### config.mk
export PLATFORM = sky130hd
export DESIGN_NAME = rf_wport_arbiter
export DESIGN_NICKNAME = d
export VERILOG_FILES = /design/src/rtl/rf_wport_arbiter.sv
export SDC_FILE = /design/constraint.sdc
export NUM_CORES = 1
export LEC_CHECK = 0
export ABC_AREA = 1
export BUFFER_PORTS_ARGS = -buffer_cell sky130_fd_sc_hd__buf_2
export CORE_MARGIN = 8
export CORE_UTILIZATION = 51
export DETAILED_ROUTE_END_ITERATION = 8
export PLACE_DENSITY = 0.82
export SYNTH_ARGS = -nofsm -noshare
export SYNTH_HDL_FRONTEND = slang
export SYNTH_SLANG_ARGS = --single-unit
### constraint.sdc
create_clock -name clk -period 2.39 [get_ports clk]
set_input_delay 0.5975 -clock clk [delete_from_list [all_inputs] [get_ports clk]]
set_output_delay 0.5975 -clock clk [all_outputs]
set_load 0.005 [all_outputs]
### src/rtl/rf_wport_arbiter.sv
// rf_wport_arbiter
//   Shares the single register-file write port between the in-order writeback
//   stage and a late-result source (multi-cycle MDU, out-of-band load return).
//   Writeback passes straight through with priority. Late results are buffered
//   in a small FIFO and drain into idle write-port cycles. A saturating
//   starvation counter forces a one-cycle writeback stall so a buffered result
//   cannot wait forever. Writes to x0 are dropped on both sources.
//
// Ports
//   clk, reset         rising-edge clock, asynchronous active-low reset
//   i_wb_*             writeback request (destination, data, enable)
//   o_wb_stall         pipeline must hold its writeback inputs this cycle
//   i_late_* / o_late_ready  late-result valid/ready handshake
//   o_Reg*             register-file write port
//   o_late_cnt         FIFO occupancy, 0..BUF_DEPTH
module rf_wport_arbiter #(
    parameter  int XLEN       = 32,
    parameter  int BUF_DEPTH  = 2,
    parameter  int STARVE_MAX = 4,
    localparam int PTR_W      = $clog2(BUF_DEPTH),
    localparam int CNT_W      = $clog2(BUF_DEPTH) + 1,
    localparam int STV_W      = $clog2(STARVE_MAX + 1)
) (
    input  logic             clk,
    input  logic             reset,
    input  logic [4:0]       i_wb_RegDst,
    input  logic [XLEN-1:0]  i_wb_RegWrData,
    input  logic             i_wb_RegWrEn,
    output logic             o_wb_stall,
    input  logic             i_late_valid,
    output logic             o_late_ready,
    input  logic [4:0]       i_late_RegDst,
    input  logic [XLEN-1:0]  i_late_Data,
    output logic [4:0]       o_RegDst,
    output logic [XLEN-1:0]  o_RegWrData,
    output logic             o_RegWrEn,
    output logic [CNT_W-1:0] o_late_cnt
);

    logic [4:0]      buf_dst_q  [BUF_DEPTH];
    logic [XLEN-1:0] buf_data_q [BUF_DEPTH];

    logic [PTR_W-1:0] wr_ptr_q, wr_ptr_d;
    logic [PTR_W-1:0] rd_ptr_q, rd_ptr_d;
    logic [CNT_W-1:0] cnt_q, cnt_d;
    logic [STV_W-1:0] starve_q, starve_d;
    // Low until the first clock edge after reset release, which keeps the
    // port quiet and the FIFO closed while reset is (or was just) asserted.
    logic             active_q, active_d;

    logic empty, full, wb_req, wb_win, push, pop;

    assign empty        = (cnt_q == '0);
    assign full         = (cnt_q == CNT_W'(BUF_DEPTH));
    assign o_late_ready = active_q && !full;
    assign o_wb_stall   = (starve_q == STV_W'(STARVE_MAX));
    assign o_late_cnt   = cnt_q;

    assign wb_req = active_q && i_wb_RegWrEn && (i_wb_RegDst != 5'd0);
    // Handshakes to x0 complete but never occupy a slot.
    assign push   = i_late_valid && o_late_ready && (i_late_RegDst != 5'd0);

    // NOTE: every output and internal signal gets a default before any branch,
    // so no path leaves a value unassigned and no latch is inferred.
    always_comb begin
        wb_win      = 1'b0;
        pop         = 1'b0;
        o_RegWrEn   = 1'b0;
        o_RegDst    = 5'd0;
        o_RegWrData = '0;
        if (wb_req && !o_wb_stall) begin
            wb_win      = 1'b1;
            o_RegWrEn   = 1'b1;
            o_RegDst    = i_wb_RegDst;
            o_RegWrData = i_wb_RegWrData;
        end else if (!empty) begin
            pop         = 1'b1;
            o_RegWrEn   = 1'b1;
            o_RegDst    = buf_dst_q[rd_ptr_q];
            o_RegWrData = buf_data_q[rd_ptr_q];
        end
    end

    always_comb begin
        active_d = 1'b1;
        wr_ptr_d = wr_ptr_q + PTR_W'(push);
        rd_ptr_d = rd_ptr_q + PTR_W'(pop);
        cnt_d    = cnt_q + CNT_W'(push) - CNT_W'(pop);
        starve_d = starve_q;
        if (pop || empty) begin
            starve_d = '0;
        end else if (wb_win && !o_wb_stall) begin
            starve_d = starve_q + STV_W'(1);
        end
    end

    // NOTE: state flops use non-blocking assignments so every flop samples
    // the pre-edge values regardless of statement order.
    always_ff @(posedge clk or negedge reset) begin
        if (!reset) begin
            active_q <= 1'b0;
            wr_ptr_q <= '0;
            rd_ptr_q <= '0;
            cnt_q    <= '0;
            starve_q <= '0;
        end else begin
            active_q <= active_d;
            wr_ptr_q <= wr_ptr_d;
            rd_ptr_q <= rd_ptr_d;
            cnt_q    <= cnt_d;
            starve_q <= starve_d;
        end
    end

    // NOTE: the storage array is deliberately not reset; entries are only
    // visible through cnt_q, which is reset, so stale contents are harmless.
    always_ff @(posedge clk) begin
        if (push) begin
            buf_dst_q[wr_ptr_q]  <= i_late_RegDst;
            buf_data_q[wr_ptr_q] <= i_late_Data;
        end
    end

endmodule

# Word level (Yosys, flattened, before mapping)
# Memory sizes are Yosys's and may differ from the RTL's.
# Index checks and enable logic that the tools add are counted.
# Widths: inputs -> output; s select.
[word_totals] regBits=8 ramBits=74 inputBits=78 mem_count=2
[op_classes] addsub=5 eq_ne=2 muxes=12 reduce_logical=14
[mem_list] name="buf_data_q" words=2 word_bits=32 read_ports=1 rd_ports_with_merged_regs=0 wr=1 line="41" rtl="logic [XLEN-1:0] buf_data_q [BUF_DEPTH];"
[mem_list] name="buf_dst_q" words=2 word_bits=5 read_ports=1 rd_ports_with_merged_regs=0 wr=1 line="40" rtl="logic [4:0] buf_dst_q [BUF_DEPTH];"
[op_table] cell="$mux 32" count=2
[op_table] cell="$mux 5" count=2
[op_table] cell="$reduce_bool 5->1" count=2
[op_table] cell="$logic_and 1x1->1" count=7
[op_table] cell="$mux 1" count=6
[op_table] cell="$mux 3" count=2
[op_table] cell="$add 3x1->3 const B" count=1
[op_table] cell="$eq 3x3->1 const B" count=1
[op_table] cell="$add 1x1->1" count=2
[op_table] cell="$add 2x1->2" count=1
[op_table] cell="$eq 2x2->1 const B" count=1
[op_table] cell="$logic_not 1->1" count=2
[op_table] cell="$logic_not 2->1" count=1
[op_table] cell="$reduce_bool 2->1" count=1
[op_table] cell="$sub 2x1->2" count=1
[op_table] cell="$logic_or 1x1->1" count=1

# Depth between registers and ports, before layout
# Gate-level depths: netlist of run 1.
[depth] word_depth=7 ltp_mapped=12 depth_no_buf=12

# Worst setup path after synthesis of run 1
# OpenSTA, ideal clock, no wires.
[synth_path] kind="input to register" from="in i_late_RegDst[0]" to="mem buf_data_q[1][0] (enable)" setup_ns=0.398 arrival_time_ns=1.887 required_ns=1.992 path_slack_ns=0.105 path_stages=5 path_buffers=0 cell_sequence="inv_1 > nand2_1 > nor3_1 > a21oi_1 > ha_1"
[synth_via] elab_chain_cells=4
[synth_lines] item="from (decl)" line="32" rtl="input logic [4:0] i_late_RegDst,"
[synth_lines] item="$reduce_bool 5->1" line="61" rtl="assign push = i_late_valid && o_late_ready && (i_late_RegDst != 5'd0);"
[synth_lines] item="$logic_and 1x1->1" line="61"
[synth_lines] item="$mux 1" line="118" rtl="if (push) begin"
[synth_lines] item="$mux 1 (not written as such)" line="120" rtl="buf_data_q[wr_ptr_q] <= i_late_Data;"
[synth_lines] item="to (decl)" line="41"
# No other way between the ends.

# Worst setup path in the final report of run 1
[layout_path] from="reg starve_q[0]" to="out o_RegWrData[23]"
[layout_via] elab_chain_cells=4
[layout_lines] item="from (decl)" line="46" rtl="logic [STV_W-1:0] starve_q, starve_d;"
[layout_lines] item="from (signal assigned)" line="111" rtl="starve_q <= starve_d;"
[layout_lines] item="$eq 3x3->1" line="56" rtl="assign o_wb_stall = (starve_q == STV_W'(STARVE_MAX));"
[layout_lines] item="$logic_not 1->1" line="71" rtl="if (wb_req && !o_wb_stall) begin"
[layout_lines] item="$logic_and 1x1->1" line="71"
[layout_lines] item="$mux 32" line="71"
[layout_lines] item="to (decl)" line="35" rtl="output logic [XLEN-1:0] o_RegWrData,"
# No other way between the ends.

==> summary.md, run 1 <==
| Metric | Value |
|---|---|
| Num CTS Buffers | 9 |
| Max-cap violations | 0 |
| Yosys warnings | 0 |
| Largest net degree at the start of global routing | 40 |
| Cell Area, Synth | 3720 um^2 |
| Yosys cell types | 21 |
| # port buffers | 119 |
| Via-to-Cell Ratio | 4.919 |
| Worst setup margin | -0.01781 ns |
| Synth area leader | edfxtp_1 |
| Post-synth EDFFs | 74 |
| Clk buf depth | 2 |
| Final GP Congestion | 0.7419 |
| Worst vdd ir | 0.9245 mV |
| Width of the die | 101.4 um |
| Starting Density | 0.5184 |
| Pleak | 2.194 nW |
| Die Span Y | 101.4 um |
| RSZ-0062 raised after global routing | yes |
| Clk network pwr share | 0.220 |
| DP Cell Count | 580 |
| Global route total overflow | 0 |
| WL/cell | 15.24 um |
| Fmax | 415.3 MHz |
| Final setup fails | 23 |
| # fillers | 575 |
| Num rows | 31 |
| Synth Instances | 371 |
| Antenna violations before repair | 0 |
| Clock skew | 0.005259 ns |
| Crit Path Category | flop to output port |
| Die ar. | 10280 um^2 |
| Final period util | 1.007 |
| Final nets | 583 |
| Ys async rst share | 0.09756 |
| Clock period minus worst slack | 2.408 ns |
| CTS root buffer | clkbuf_8 |
| PwrDens | 986.6 nW/um^2 |
| Worst hold slack | 0.09785 ns |
| Main synth FF type | edfxtp_1 |
| Setup TNS | -0.1700 ns |
| Synth Register Bits | 82 |
| CTS tree | done |
| Flop pwr share | 0.394 |
| Commonest cells post-synth | 192 x nand2_1, 74 x edfxtp_1, 38 x a21oi_1 |
| First-pass GRT wire length | 14320 um |
| Vias in the first global route | 3101 |
| Final cell count without fillers | 603 |
| Internal power | 3.118 mW |
| Clk_lat worst skew | 0.34 ns |
| Synth top area share | 0.5974 |
| Failing checks | negative setup slack |
| Hold Crit Class | input pin to asynchronous set/reset pin |
| Switching Share | 0.3385 |
| N_diodes | 0 |
| Clock slew at reported path FFs | 0.07 ns |
| Hold Vio Cnt, Final | 0 |
| Routed Antenna Nets | 0 |
| Sequential area share after synthesis | 0.6512 |
| Outcome | finished with violations |
| Syn Area/Cell | 10.03 um^2 |
| CP Data Arrival Time | 1.81 ns |
| Number of hold buffers added after cts | 0 |
| Startpoint types | flop |
| CP endpoint kind | output port |
| Post-route DRC | 0 |
| Crit-path max FO | 11 |
| CTS H-tree lvls | 3 |
| Area Growth Syn to Fin | 28.42% |
| Most numerous cell in the Yosys netlist | nand2_1 |
| Core Box Area | 7176 um^2 |
| Io pins | 120 |
| Comb pwr share | 0.385 |
| Main area contributors after synthesis | edfxtp_1 60%, nand2_1 19%, dfrtp_1 5.4%, a21oi_1 5.1%, ha_1 2.0% |
| HPWL after DPL | 6324 um |
| Sw power | 1.595 mW |
| Via count | 2966 |
| Worst EP required | 1.79 ns |
| Total wire length | 9190 um |
| Drt first pass iters | 4 |
| Max-slew violations | 0 |
| Share of layout cells above drive strength 1 | 0.3274 |
| Total GRT Usage | 0.1805 |
| DRT iter0 DRCs | 144 |
| Syn Nets | 455 |
| Clk sink count | 82 |
## flip-flops by register name, indices dropped and copies added (netlist names)
signal      flops
active_q        1
wr_ptr_q        1
starve_q        3
buf_dst_q      10
buf_data_q     64
rd_ptr_q        1
o_late_cnt      2
## worst max-delay path: stages, from the launching register on
cell	delay (ns)
dfrtp_1	0.36
inv_1	0.05
ha_2	0.18
nand2_2	0.08
inv_2	0.05
nor2_4	0.21
nand2_8	0.14
buf_6	0.17
nand2_1	0.06
nand2_1	0.06
buf_2	0.12
## per-stage QoR
| stage | instance area, um^2 | worst slack [ns] | power, mW | util |
|---|---|---|---|---|
| 2_1_floorplan | 3720 | 0.1051 | 3.006 | - |
| 4_1_cts | 4672 | -0.004326 | 4.687 | 0.6511 |
| 5_1_grt | 4777 | -0.1012 | 5.044 | 0.6657 |
| 6_report | 4777 | -0.01781 | 4.713 | 0.6657 |
| 3_3_place_gp | 4422 | 0.2120 | 3.584 | 0.6162 |
| 3_5_place_dp | 4422 | 0.1747 | 3.640 | 0.6162 |
## per-layer routing
| layer | global-route usage | routed length, um | up-vias | part of all wire |
|---|---|---|---|---|
| met2 | 0.3168 | 4895 | 102 | 0.53 |
| met1 | 0.2101 | 3615 | 1385 | 0.39 |
| li1 | - | - | 1467 | - |
| met5 | 0 | 0 | - | 0 |
| met4 | 0.08018 | 149 | 0 | 0.016 |
| met3 | 0.03299 | 530 | 12 | 0.058 |
## kinds of logic (layout without fill, tap and decap cells)
logic type | after synthesis | in the layout | synth area share
flops | 82 | 82 | 0.6512
xor+xnor | 3 | 3 | 0.007065
simple gates | 203 | 204 | 0.2099
fa+ha+maj | 6 | 6 | 0.02018
other cells | 1 | 1 | 0.001008
buf+inv | 36 | 168 | 0.05617
compound gates | 40 | 40 | 0.05449
## power groups by stage
stage	sequential, mW	combinational (mW)	clock, mW
detailed placement	1.89	1.75	0
finish	1.86	1.82	1.04
global placement	1.87	1.71	0
floorplan	1.87	1.14	0
CTS	1.86	1.77	1.06
global route	1.87	2.06	1.11
## cell usage in the layout, fill, tap and decap left out, types with 2 or more instances in the layout
master	n
inv_1	14
nor2_1	5
nor2_4	2
edfxtp_1	74
dfrtp_1	8
clkbuf_8	9
ha_2	3
bufinv_16	2
inv_2	2
clkbuf_1	4
buf_12	3
ha_1	3
buf_2	118
buf_6	3
nand2_2	5
nand2_1	185
a21oi_1	38
nand3_1	2
buf_4	9
nand2_4	3
xnor2_1	3
## layout make-up
cell class	count	area [um^2]	area share
multi-input combinational	254	1155	0.2418
inverter	17	80.08	0.01676
timing repair buffer	135	792.0	0.1658
sequential	82	2422	0.5071
tap	99	123.9	0.02593
clock buffer	13	138.9	0.02907
clock inverter	3	65.06	0.01362
## what timing repair did
action	4_1_cts	5_1_grt
resized for setup	7	14
buffers inserted	3	2
setup endpoints to repair	37	37
cloned	0	2
pin swaps	1	0
## worst paths after layout
path	start	to	slack (ns)	depth (start not counted)
max	starve_q[0]$_DFFE_PN0P_	o_RegWrData[23]	-0.02	10
min	reset	o_late_cnt[0]$_DFF_PN0_	0.1	1
max reg2reg	o_late_cnt[0]$_DFF_PN0_	buf_data_q[0][20]$_DFFE_PP_	0.45	6
min reg2reg	starve_q[0]$_DFFE_PN0P_	starve_q[0]$_DFFE_PN0P_	0.56	2
max in group asynchronous	reset	wr_ptr_q$_DFF_PN0_	2.11	1
min in group clk	i_late_Data[3]	buf_data_q[1][3]$_DFFE_PP_	0.45	1
Power figures use the tool's default switching activity.
==> run 2: changes to the inputs <==
--- a/config.mk
+++ b/config.mk
@@ -11,6 +11,7 @@
 export CORE_UTILIZATION = 51
 export DETAILED_ROUTE_END_ITERATION = 8
 export PLACE_DENSITY = 0.82
+export SETUP_SLACK_MARGIN = 0.5
 export SYNTH_ARGS = -nofsm -noshare
 export SYNTH_HDL_FRONTEND = slang
 export SYNTH_SLANG_ARGS = --single-unit
==> run 2 against run 1 <==
- the run now ends clean
- register-to-register slack worse by 0.06 ns
- sequential power hardly changed
- setup slack better by 0.052 ns
- core utilization is 1.4 points lower
- wire length is 4.0% lower
- first-iteration DRC count is 26% lower
- critical endpoint is now o_RegWrData[11]
- largest cell class unchanged
==> summary.md, run 2 (synthesized netlist as in run 1, its figures left out) <==
| Metric | Value |
|---|---|
| # port buffers | 119 |
| Final GP Congestion | 0.7574 |
| Die Span Y | 101.4 um |
| Die ar. | 10280 um^2 |
| Crit-path max FO | 26 |
| Post-route DRC | 0 |
| Startpoint types | flop |
| Hold Crit Class | input pin to asynchronous set/reset pin |
| CP Data Arrival Time | 1.76 ns |
| Via count | 2894 |
| Vias in the first global route | 3023 |
| Max reg flops | 64 |
| Most frequent cells in the layout | 192 x nand2_1, 119 x buf_2, 74 x edfxtp_1 |
| CP endpoint kind | output port |
| Num rows | 31 |
| Pleak | 2.158 nW |
| Fmax | 424.4 MHz |
| Clk sink count | 82 |
| Max-cap violations | 0 |
| DRT iter0 DRCs | 107 |
| Setup TNS | 0 ns |
| Max-slew violations | 0 |
| R2r setup slk | 0.39 ns |
| # fillers | 569 |
| Hold Vio Cnt, Final | 0 |
| Worst setup margin | 0.03377 ns |
| Final period util | 0.9859 |
| FF-to-FF Start | starve_q[1]$_DFFE_PN0P_ |
| Global route total overflow | 0 |
| First-pass GRT wire length | 13990 um |
| Pre-CTS WS | 0.1760 ns |
| Worst vdd ir | 0.6757 mV |
| Clk_lat worst skew | 0.34 ns |
| Antenna violations before repair | 0 |
| R2R Path End | o_late_cnt[1]$_DFF_PN0_ |
| Io pins | 120 |
| Largest Register | buf_data_q |
| Drt first pass iters | 4 |
| Outcome | finished clean |
| Area Growth Syn to Fin | 25.80% |
| CTS root buffer | clkbuf_8 |
| Post-Layout Inst Area | 4679 um^2 |
| Commonest non-fill, non-tap cell in the layout | nand2_1 |
| Largest regs | buf_data_q (64), buf_dst_q (10), starve_q (3) |
| Clock slew at reported path FFs | 0.07 ns |
| Reg2reg path depth | 13 |
| PwrDens | 991.6 nW/um^2 |
| Placed cell area | 4417 um^2 |
| Crit Path Category | flop to output port |
| WL/cell | 14.73 um |
| Width of the die | 101.4 um |
| Via-to-Cell Ratio | 4.831 |
| Core Box Area | 7176 um^2 |
| RSZ-0062 raised after global routing | yes |
| Final nets | 580 |
| Final setup fails | 0 |
| N_diodes | 0 |
| Num CTS Buffers | 9 |
| Worst EP required | 1.79 ns |
| CTS H-tree lvls | 3 |
| Clock skew | 0.007289 ns |
| HPWL after DPL | 6211 um |
| Total GRT Usage | 0.1752 |
| Largest net degree at the start of global routing | 40 |
| Routed Antenna Nets | 0 |
| Clock period minus worst slack | 2.356 ns |
| Worst hold slack | 0.09676 ns |
| Starting Density | 0.5184 |
| Total wire length | 8824 um |
| Clk buf depth | 2 |
| Share of layout cells above drive strength 1 | 0.3060 |
| Util after Layout | 0.6521 |
| CTS tree | done |
==> run 2: changes by cell type in the layout (fill, tap and decap cells not counted), moves of 2 or more <==
cell      delta
nand2_2      -5
nand2_1      +7
nand2_4      -2
clkinv_1     +2
buf_4        -2
clkbuf_1     -2
==> run 2: cell type report <==
cell class,count,area [um^2],share of cell area
timing repair buffer,133,757.0,0.1618
inverter,17,77.57,0.01658
clock buffer,11,131.4,0.02807
multi-input combinational,253,1100,0.2350
tap,99,123.9,0.02647
clock inverter,4,67.56,0.01444
sequential,82,2422,0.5176
==> run 2: report_power, final <==
| group | switching, mW | total (mW) | internal [mW] |
|---|---|---|---|
| Sequential | 0.0708 | 1.85 | 1.78 |
| Combinational | 1.04 | 1.77 | 0.728 |
| Clock | 0.440 | 1.02 | 0.577 |
==> run 2: worst max-delay path by stage <==
stage	startpoint	depth (start not counted)	slack [ns]	end
3_3_place_gp	i_wb_RegWrEn	8	0.21	o_RegDst[1]
6_report	starve_q[1]$_DFFE_PN0P_	10	0.03	o_RegWrData[11]
2_1_floorplan	i_late_RegDst[0]	5	0.46	buf_data_q[0][0]$_DFFE_PP_
3_5_place_dp	i_wb_RegWrEn	8	0.18	o_RegWrData[13]
5_1_grt	starve_q[1]$_DFFE_PN0P_	10	-0.04	o_RegWrData[13]
4_1_cts	starve_q[0]$_DFFE_PN0P_	10	0.04	o_RegWrData[13]
==> run 2: timing repair <==
action / 4_1_cts / 5_1_grt
endpoints found under the setup margin: 40 / 88
buffers inserted: 2 / 2
resized for setup: 4 / 6
hold buffers: 0 / 0
pin swaps: 1 / 1
==> run 2: critical path, stage by stage, from the launching register on <==
cell,delay (ns)
dfrtp_1,0.37
inv_1,0.05
ha_1,0.17
nand2_1,0.08
inv_2,0.06
nor2_4,0.12
nand2_4,0.12
buf_12,0.18
nand2_1,0.08
nand2_1,0.06
buf_2,0.13
==> run 2: routing by layer <==
metal | global-route usage | part of all wire | up-vias
li1 | - | - | 1452
met1 | 0.1903 | 0.38 | 1335
met2 | 0.3092 | 0.52 | 98
met3 | 0.05636 | 0.084 | 9
met4 | 0.06987 | 0.012 | 0
met5 | 0 | 0 | -
==> run 2: stage by stage <==
| stage | power [mW] | instances |
|---|---|---|
| 4_1_cts | 4.671 | 597 |
| 5_1_grt | 4.972 | 599 |
| 3_3_place_gp | 3.575 | 580 |
| 3_5_place_dp | 3.645 | 580 |
| 2_1_floorplan | 3.006 | 371 |
| 6_report | 4.640 | 599 |
